## config.mk

```make
export PLATFORM = sky130hd
export DESIGN_NAME = tt_settle_timer
export DESIGN_NICKNAME = d
export VERILOG_FILES = /design/src/rtl/tt_sweep_pkg.sv /design/src/rtl/tt_settle_timer.sv
export SDC_FILE = /design/constraint.sdc
export NUM_CORES = 1
export LEC_CHECK = 0
export ABC_AREA = 1
export CORE_AREA = 4 4 41 43
export DETAILED_ROUTE_END_ITERATION = 12
export DIE_AREA = 0 0 45 47
export MAX_ROUTING_LAYER = met4
export PLACE_DENSITY_LB_ADDON = 0.12
export SYNTH_ARGS = -nofsm -noshare
export SYNTH_HDL_FRONTEND = slang
export SYNTH_SLANG_ARGS = --single-unit
```

## constraint.sdc

```tcl
create_clock -name iClk -period 2.75 [get_ports iClk]
set_input_delay 0.275 -clock iClk [delete_from_list [all_inputs] [get_ports iClk]]
set_output_delay 0.275 -clock iClk [all_outputs]
set_load 0.01 [all_outputs]
```

## src/rtl/tt_sweep_pkg.sv

```systemverilog
// Shared types and sizes for the exhaustive truth-table sweep checker.
package tt_sweep_pkg;

    localparam int VEC_W   = 4;
    localparam int NUM_VEC = 16;
    localparam int ERR_W   = 5;

    typedef enum logic [1:0] {
        S_IDLE,
        S_SETTLE,
        S_CHECK,
        S_DONE
    } state_e;

endpackage

```

## src/rtl/tt_settle_timer.sv

```systemverilog
// Settle-time counter: counts while enabled, tc on the last settle cycle.
module tt_settle_timer
    import tt_sweep_pkg::*;
#(
    parameter int SETTLE = 1
) (
    input  logic iClk,
    input  logic iRst_n,
    input  logic iClr,
    input  logic iEn,
    output logic oTc
);

    logic [VEC_W-1:0] count_q;
    logic [VEC_W-1:0] count_d;

    always_comb begin
        count_d = count_q;
        if (iClr) begin
            count_d = '0;
        end else if (iEn) begin
            count_d = count_q + 1'b1;
        end
    end

    always_ff @(posedge iClk) begin
        if (!iRst_n) begin
            count_q <= '0;
        end else begin
            count_q <= count_d;
        end
    end

    assign oTc = (count_q == VEC_W'(SETTLE - 1));

endmodule

```

==> results.md, run 1 <==
- For this run, the slowest stage of the critical path takes 570 ps.
- Of the cells placed in the final design, the portion with a size suffix greater than 1 is 0.176.
- In the global route stage, overall resource usage came out at 0.0546.
- For this run, the detailed router's first-pass iteration total came to 1.
- After synthesis the cells add up to around 210 µm².
- The initial antenna violation count is 0.
- The first global-routing pass estimated 738 µm of wire.
- Of all nets on the critical path, the largest fanout is 3.
- Data on the critical path is required at its endpoint by around 2500 ps.
- The aggregate routed wire length is 386 µm.
- The fraction of power spent switching nets is 0.229.
- The register area share after synthesis is 0.388.
- The measured slew at the worst slew-check pin is between 150 and 200 ps.
- The share of total power in combinational logic is 0.108.
- The total negative slack for setup checks is 0 ps.
- STA classifies the critical path endpoint as a primary output.
- In the synthesized netlist, the cells that appear most often are 5 x sky130_fd_sc_hd__nand2_1, 4 x sky130_fd_sc_hd__dfxtp_1, 4 x sky130_fd_sc_hd__inv_1, 3 x sky130_fd_sc_hd__a21oi_1, 3 x sky130_fd_sc_hd__nor2_1.
- The die is around 45 µm wide.
- Summing internal, switching and leakage power gives around 150 µW.
- Counting distinct cell types in the post-synthesis netlist gives 12.
- The vertical die dimension is between 40 and 50 µm.
- The slowest stage of the critical path is the sky130_fd_sc_hd__clkdlybuf4s50_1 cell.
- The final worst hold slack is about 500 ps.
- The post-CTS resize count is 0.
- The number of buffers added for setup after CTS is 0.
- The via density per instance is 3.86.
- Compared with the post-synthesis result, the final layout area differs by 39.4%.
- The critical path class is reg -> out.
- The congestion estimate from routability-driven global placement came to 0.670.
- The via count of the first global-routing pass is 201.
- The CTS H-tree depth is 1.
- The floorplan core area is roughly 0.0013 mm².
- The cell internal power dissipation is around 120 µW.
- The register with the most flip-flops in the layout has 4 of them.
- The clock passes through at most 2 buffers.
- The path class of the tightest hold or removal check is reg -> reg.
- The share of total power dissipated in sequential elements is 0.399.
- During placement, the flow inserted port buffers numbering 4.
- The count of nets left with antenna violations after detail routing is 0.
- The largest register by flop count is count_q.
- For flop-to-flop paths, the worst setup slack is between 1500 and 2000 ps.
- 0 antenna diodes ended up in the layout.
- Yosys instantiated no cell more often than sky130_fd_sc_hd__nand2_1.
- The floorplan has 13 rows.
- The initial utilization of the core area, before any placement, comes to 0.159.
- The count of endpoints failing setup in the final report is 0.
- The vias after detailed routing is approximately 190.
- The total overflow left after global routing is 0.
- Setup repair after global routing left no endpoint under its margin.
- STA classifies the critical path startpoint as a flip-flop.
- Sorting the synthesized cells by area gives the leading types as sky130_fd_sc_hd__dfxtp_1 39%, sky130_fd_sc_hd__ha_1 12%, sky130_fd_sc_hd__nand2_1 9.1%, sky130_fd_sc_hd__a21oi_1 7.3%, sky130_fd_sc_hd__inv_1 7.3%.
- Between clock sinks in the finished design, the worst skew comes to around 0.12 ps.
- The DRC violation count after routing is 0.
- Among cell families on the critical path, the largest total delay comes from buffers and inverters.
- In the synthesized netlist, the number of instances is 27.
- In the finished design, the share of the clock period the worst path needs comes to 0.660.
- In this run the tightest slew margin relative to its limit is 0.877.
- Buffers inserted to repair hold after CTS numbered 0.
- In the final layout, the registers with the most flip-flops are count_q (4).
- Summed over all cells, the static leakage comes to between 0.0001 and 0.00015 µW.
- The final number of hold-violating endpoints came to 0.
- The number of nets in the layout is 42.
- The number of buffers and inverters on the critical path is 2.
- The synthesized design contains 4 register bits.
- sky130_fd_sc_hd__dfxtp_1 takes more of the synthesized area than any other cell.
- The maximum VDD drop is roughly 170 µV.
- The number of enable-type register cells in the synthesized netlist is 0.
- The dominant synthesized flop cell is sky130_fd_sc_hd__dfxtp_1.
- The data arrival at the endpoint of the critical path is between 1500 and 2000 ps.
- After clock tree synthesis, the clock-pin slew on the worst setup and hold paths is 40 ps.
- The power per cell area is approximately 530 mW/mm².
- The clock tree from TritonCTS is done.
- During synthesis, Yosys emitted a total of 0 warnings.
- The run finished with clean final reports.
- The pin count of the biggest net entering global routing is 5.
- The final critical delay including setup and external delays is approximately 1800 ps.
- The count of final max-slew check failures is 0.
- The average wire length per cell after detail routing is 7.88 µm.
- The power spent charging and discharging nets is 34.9 µW.
- The number of nets handed over by synthesis was 33.
- The clock reaches the later pin of the worst-skew pair after roughly 240 ps.
- The number of clock buffers added by TritonCTS is 3.
- The fraction of synthesis flops using an asynchronous set or reset pin is 0.
- The buffer cell driving the clock tree root is sky130_fd_sc_hd__clkbuf_4.
- The critical path goes through inv_1 -> ha_1 -> nor3b_1 -> clkdlybuf4s50_1.
- Timing would allow up to ~550 MHz.
- The tool flagged a number of max-cap violations equal to 0.
- The I/O pin count is 5.
- The portion of total power attributed to the clock network is 0.494.
- The number of clock sinks seen by CTS is 4.
- The floorplan step defined a die boundary enclosing roughly 0.0021 mm².
- The share of the synthesized area in the top cell type is 0.388.
- A synthesized cell averages roughly 7.6 µm².
- The DRC violation total after the first TritonRoute iteration is 0.
==> layout make-up <==
type / count / area [µm²]
fill: 161 / 1010
multi-input combinational: 19 / 111
sequential: 4 / 80.1
timing repair buffer: 4 / 40.0
clock buffer: 3 / 22.5
tap: 15 / 18.8
inverter: 4 / 15.0
==> cells in the final DEF, fill, tap and decap left out <==
cell type,count
sky130_fd_sc_hd__nand2_1,5
sky130_fd_sc_hd__inv_1,4
sky130_fd_sc_hd__dfxtp_1,4
sky130_fd_sc_hd__clkdlybuf4s50_1,4
sky130_fd_sc_hd__a21oi_1,3
sky130_fd_sc_hd__nor2_1,3
sky130_fd_sc_hd__clkbuf_4,3
sky130_fd_sc_hd__ha_1,2
sky130_fd_sc_hd__nor3b_1,1
sky130_fd_sc_hd__nor2_4,1
sky130_fd_sc_hd__o21ai_0,1
sky130_fd_sc_hd__nand2_2,1
sky130_fd_sc_hd__nor2_2,1
sky130_fd_sc_hd__nand3_1,1
==> per-stage QoR <==
step	setup slack (ps)	instance area (µm²)	cells	utilization
2_1_floorplan	1660	206	27	-
4_1_cts	927	288	49	0.221
3_3_place_gp	1200	265	46	0.204
6_report	934	288	49	0.221
5_1_grt	812	288	49	0.221
3_5_place_dp	1200	265	46	0.204
==> layer usage <==
metal	global-route usage	wire [µm]
met1	0.0455	156
met2	0.0819	176
met3	0.0230	35
met5	-	0
met4	0.0702	17
==> final timing paths <==
| check | startpoint | end | depth (start not counted) |
|---|---|---|---|
| hold / removal | count_q[3] | count_q[3] | 2 |
| setup reg to reg | count_q[0] | count_q[1] | 4 |
| hold reg to reg | count_q[3] | count_q[3] | 2 |
| setup / recovery | count_q[0] | oTc | 4 |
==> kinds of logic after synthesis <==
group / synth area share
AOI/OAI and AO/OA: 0.0969
adders and majority gates: 0.121
buffers and inverters: 0.0727
DFF: 0.388
and+or+nand+nor: 0.321
==> power by group through the flow <==
stage | clock (µW) | sequential (µW) | combinational (µW)
6_report | 75.4 | 60.9 | 16.5
5_1_grt | 83.0 | 61.0 | 18.9
4_1_cts | 78.6 | 60.8 | 16.7
3_5_place_dp | 0 | 61.8 | 16.6
3_3_place_gp | 0 | 61.8 | 16.6
2_1_floorplan | 0 | 61.5 | 7.73
==> worst register-to-register path, stage by stage (launching register included) <==
cell and delay, ps:
sky130_fd_sc_hd__dfxtp_1 360, sky130_fd_sc_hd__inv_1 70, sky130_fd_sc_hd__ha_1 280, sky130_fd_sc_hd__o21ai_0 140, sky130_fd_sc_hd__a21oi_1 50
Power figures use the tool's default switching activity.
==> inputs of run 2 (changes only) <==
- clock period: 2.75 -> 1.46 ns (I/O delays scaled with it)
==> run 2 against run 1 <==
  * Clock power rose by 82%
  * Critical path depth is the same
  * Largest power group unchanged
  * Sequential share of layout area down 0.59 points
  * Total power grew 85%
  * Sequential cell count unchanged
  * Non-clock buffer count up 1
  * Via count rose by 1.1%
  * Count of clock-buffer cells in the layout stayed put
  * Highest routed layer unchanged
  * Die area is the same
  * Register-to-register slack worse by 1300 ps
==> results.md, run 2 (synthesized netlist as in run 1, its figures left out) <==
- Status: completed (unchanged).
- The total congestion overflow after global routing is 0 (unchanged).
- The critical path required time was 1310 ps (was 2480 ps).
- The area of all sequential standard cells was 80.1 µm² (unchanged).
- The count of standard-cell rows is 13 (unchanged).
- The max-capacitance violation count was 0 (unchanged).
- The number of nets in the layout is 43 (was 42).
- The slowest cell on the critical path is sky130_fd_sc_hd__dfxtp_1 (was sky130_fd_sc_hd__clkdlybuf4s50_1).
- The share of cells above drive strength 1 came to 0.200 (was 0.176).
- Chain of cells forming the critical path: inv_1 -> ha_1 -> nor3b_1 -> dlygate4sd2_1 (was inv_1 -> ha_1 -> nor3b_1 -> clkdlybuf4s50_1).
- The DRC violation count after routing is 0 (unchanged).
- Dividing the final minimum period by the clock period gives 0.934.
- The source of the worst hold timing path is count_q[0] (was count_q[3]).
- The flip-flop count of the largest register, all copies and words added was 4 (unchanged).
- The maximum VDD drop is 285 µV (was 166 µV).
- The average wire length per cell after detail routing was 8.52 µm (was 7.88 µm).
- The fraction of power spent switching nets came to 0.216 (was 0.229).
- The via count of the first global-routing pass was 170 (was 201).
- The effective utilization at floorplan is 0.159 (unchanged).
- The vias after detailed routing came to 191 (was 189).
- The delay of the slowest critical-path stage came to 340 ps (was 570 ps).
- The startpoint of the most critical register-to-register path was count_q[1] (was count_q[0]).
- Largest registers ranked by flip-flop count: count_q (4) (unchanged).
- The power spent charging and discharging nets is 61.2 µW (was 34.9 µW).
- The count of final max-slew check failures is 0 (unchanged).
- The clock network latency to the later pin of the worst-skew pair is 230 ps (was 240 ps).
- The area growth from synthesis to layout is 42.4% (was 39.4%).
- The I/O pin count is 5 (unchanged).
- The worst slew margin relative to its limit was 0.892 (was 0.877).
- The die area was 0.00212 mm² (unchanged).
- The source of the critical timing path is count_q[1] (was count_q[0]).
- The area used by multi-input combinational logic came to 111 µm² (unchanged).
- The buffer cell driving the clock tree root is sky130_fd_sc_hd__clkbuf_4 (unchanged).
- The data arrival at the endpoint of the critical path is 1220 ps (was 1540 ps).
- The die width is 45 µm (unchanged).
- The power per cell area is 961 mW/mm² (was 531 mW/mm²).
- The global-route wire length before repair is 641 µm (was 738 µm).
- The global-route usage over all layers came to 0.0505 (was 0.0546).
- The number of buffers added by the clock tree synthesis step is 3 (unchanged).
- The total non-filler cell area in the finished layout is 294 µm² (was 288 µm²).
- The part of the power in registers is 0.403 (was 0.399).
- The cell area reported after detailed placement was 273 µm² (was 265 µm²).
- The pin count of the biggest net entering global routing is 5 (unchanged).
- The clock tree from TritonCTS is done (unchanged).
- The initial antenna violation count is 0 (unchanged).
- The final setup skew is 2.53 ps (was 0.121 ps).
- The maximum root-to-sink buffer count was 2 (unchanged).
- Detailed placement ended at an HPWL of about 370 µm.
- The worst hold path class is reg -> reg (unchanged).
- The largest register by flop count is count_q (unchanged).
- The endpoint type of the worst setup path is a primary output (unchanged).
- The largest fanout on the critical path is 3 (unchanged).
- The fill cell total of the finished layout is 156 (was 161).
- The vertical die dimension is 47 µm (unchanged).
- The portion of total power attributed to the clock network is 0.484 (was 0.494).
- The total negative slack for setup checks is 0 ps (unchanged).
- The final number of hold-violating endpoints is 0 (unchanged).
- The critical path class is reg -> out (unchanged).
- RSZ-0062 raised after global routing: no (unchanged).
- The count of endpoints failing setup in the final report is 0 (unchanged).
- The number of clock sinks seen by CTS came to 4 (unchanged).
- The count of buffers inserted at the top-level ports was 4 (unchanged).
- The floorplan core area was 0.00130 mm² (unchanged).
- The count of nets left with antenna violations after detail routing is 0 (unchanged).
- The measured slew at the worst slew-check pin was 162 ps (was 184 ps).
- The leading cell type in the layout, fill and taps excluded is sky130_fd_sc_hd__nand2_1 (unchanged).
- The count of TritonRoute iterations in the first routing pass is 2 (was 1).
- The DRC violation total after the first TritonRoute iteration is 2 (was 0).
- Most used cells in the layout excluding fill and tap cells: 5 x sky130_fd_sc_hd__nand2_1, 4 x sky130_fd_sc_hd__inv_1, 4 x sky130_fd_sc_hd__dfxtp_1 (was 5 x sky130_fd_sc_hd__nand2_1, 4 x sky130_fd_sc_hd__inv_1, 4 x sky130_fd_sc_hd__dfxtp_1, 4 x sky130_fd_sc_hd__clkdlybuf4s50_1).
- The clock slew at the register clock pins of the worst setup and hold paths came to 40 ps (about the same).
- The cell internal power dissipation came to 221 µW (was 118 µW).
- The CTS H-tree depth is 1 (unchanged).
- The antenna diode count is 0 (unchanged).
- The type of element launching the critical path is a flip-flop (unchanged).
- The routability-driven placement congestion ratio came to 0.640 (was 0.670).
- The leakage power total is 0.000117 µW (was 0.000112 µW).
- The via density per instance is 3.82 (was 3.86).
- The aggregate routed wire length is 426 µm (was 386 µm).
- The worst path in the final design needs a cycle of 1360 ps, including I/O delays and setup.
- The share of total power in combinational logic is 0.113 (was 0.108).
- Static timing analysis puts the maximum clock frequency at between 700 and 800 MHz.
## run 2: power groups by stage
stage / Clock [µW] / Combinational, µW / Sequential (µW)
detailed placement: 0 / 34.3 / 116
global placement: 0 / 34.2 / 115
CTS: 143 / 32.6 / 114
finish: 137 / 31.9 / 114
global route: 148 / 35.1 / 114
floorplan: 0 / 14.6 / 116
## run 2: per-layer routing
| metal | global-route usage | vias up | share of wire | routed length (µm) |
|---|---|---|---|---|
| met5 | - | - | 0 | 0 |
| met4 | 0.0526 | 0 | 0.014 | 6 |
| met3 | 0.0460 | 2 | 0.11 | 48 |
| met2 | 0.0593 | 7 | 0.41 | 174 |
| met1 | 0.0454 | 80 | 0.46 | 197 |
| li1 | - | 102 | - | - |
## run 2: timing repair
| action | CTS | global route |
|---|---|---|
| buffers inserted | 0 | 0 |
| hold buffers | 0 | 0 |
| endpoints found under the setup margin | 1 | 0 |
| gates resized for setup | 1 | 0 |
## run 2: final cells by class
| cell class | count | area share |
|---|---|---|
| multi-input cells | 19 | 0.379 |
| well taps | 15 | 0.0638 |
| flip-flops and latches | 4 | 0.272 |
| repair buffers | 5 | 0.157 |
| clock buffers | 3 | 0.0766 |
| inverters | 4 | 0.0511 |
## run 2: through the flow
| step | total power, µW | cells | hold slack (ps) | util | setup slack [ps] |
|---|---|---|---|---|---|
| global placement | 150 | 47 | 478 | 0.210 | 64.9 |
| floorplan | 130 | 27 | 292 | - | 496 |
| global route | 298 | 50 | 521 | 0.226 | 21.2 |
| detailed placement | 150 | 47 | 483 | 0.210 | 43.7 |
| finish | 283 | 50 | 483 | 0.226 | 96.3 |
| CTS | 289 | 50 | 490 | 0.226 | 74.5 |
## run 2: worst paths after layout
kind / end / slack [ps] / cells after the start
max reg2reg: count_q[1] / 490 / 4
min reg2reg: count_q[0] / 480 / 2
max: oTc / 100 / 4
min: count_q[0] / 480 / 2
## run 2: critical path: cells and delay by family (launching register included)
family	cells	cell delay, ps
adder cells (fa/ha/maj)	1	160
buffers and inverters	2	350
AND/OR/NAND/NOR	1	130
flip-flops	1	340
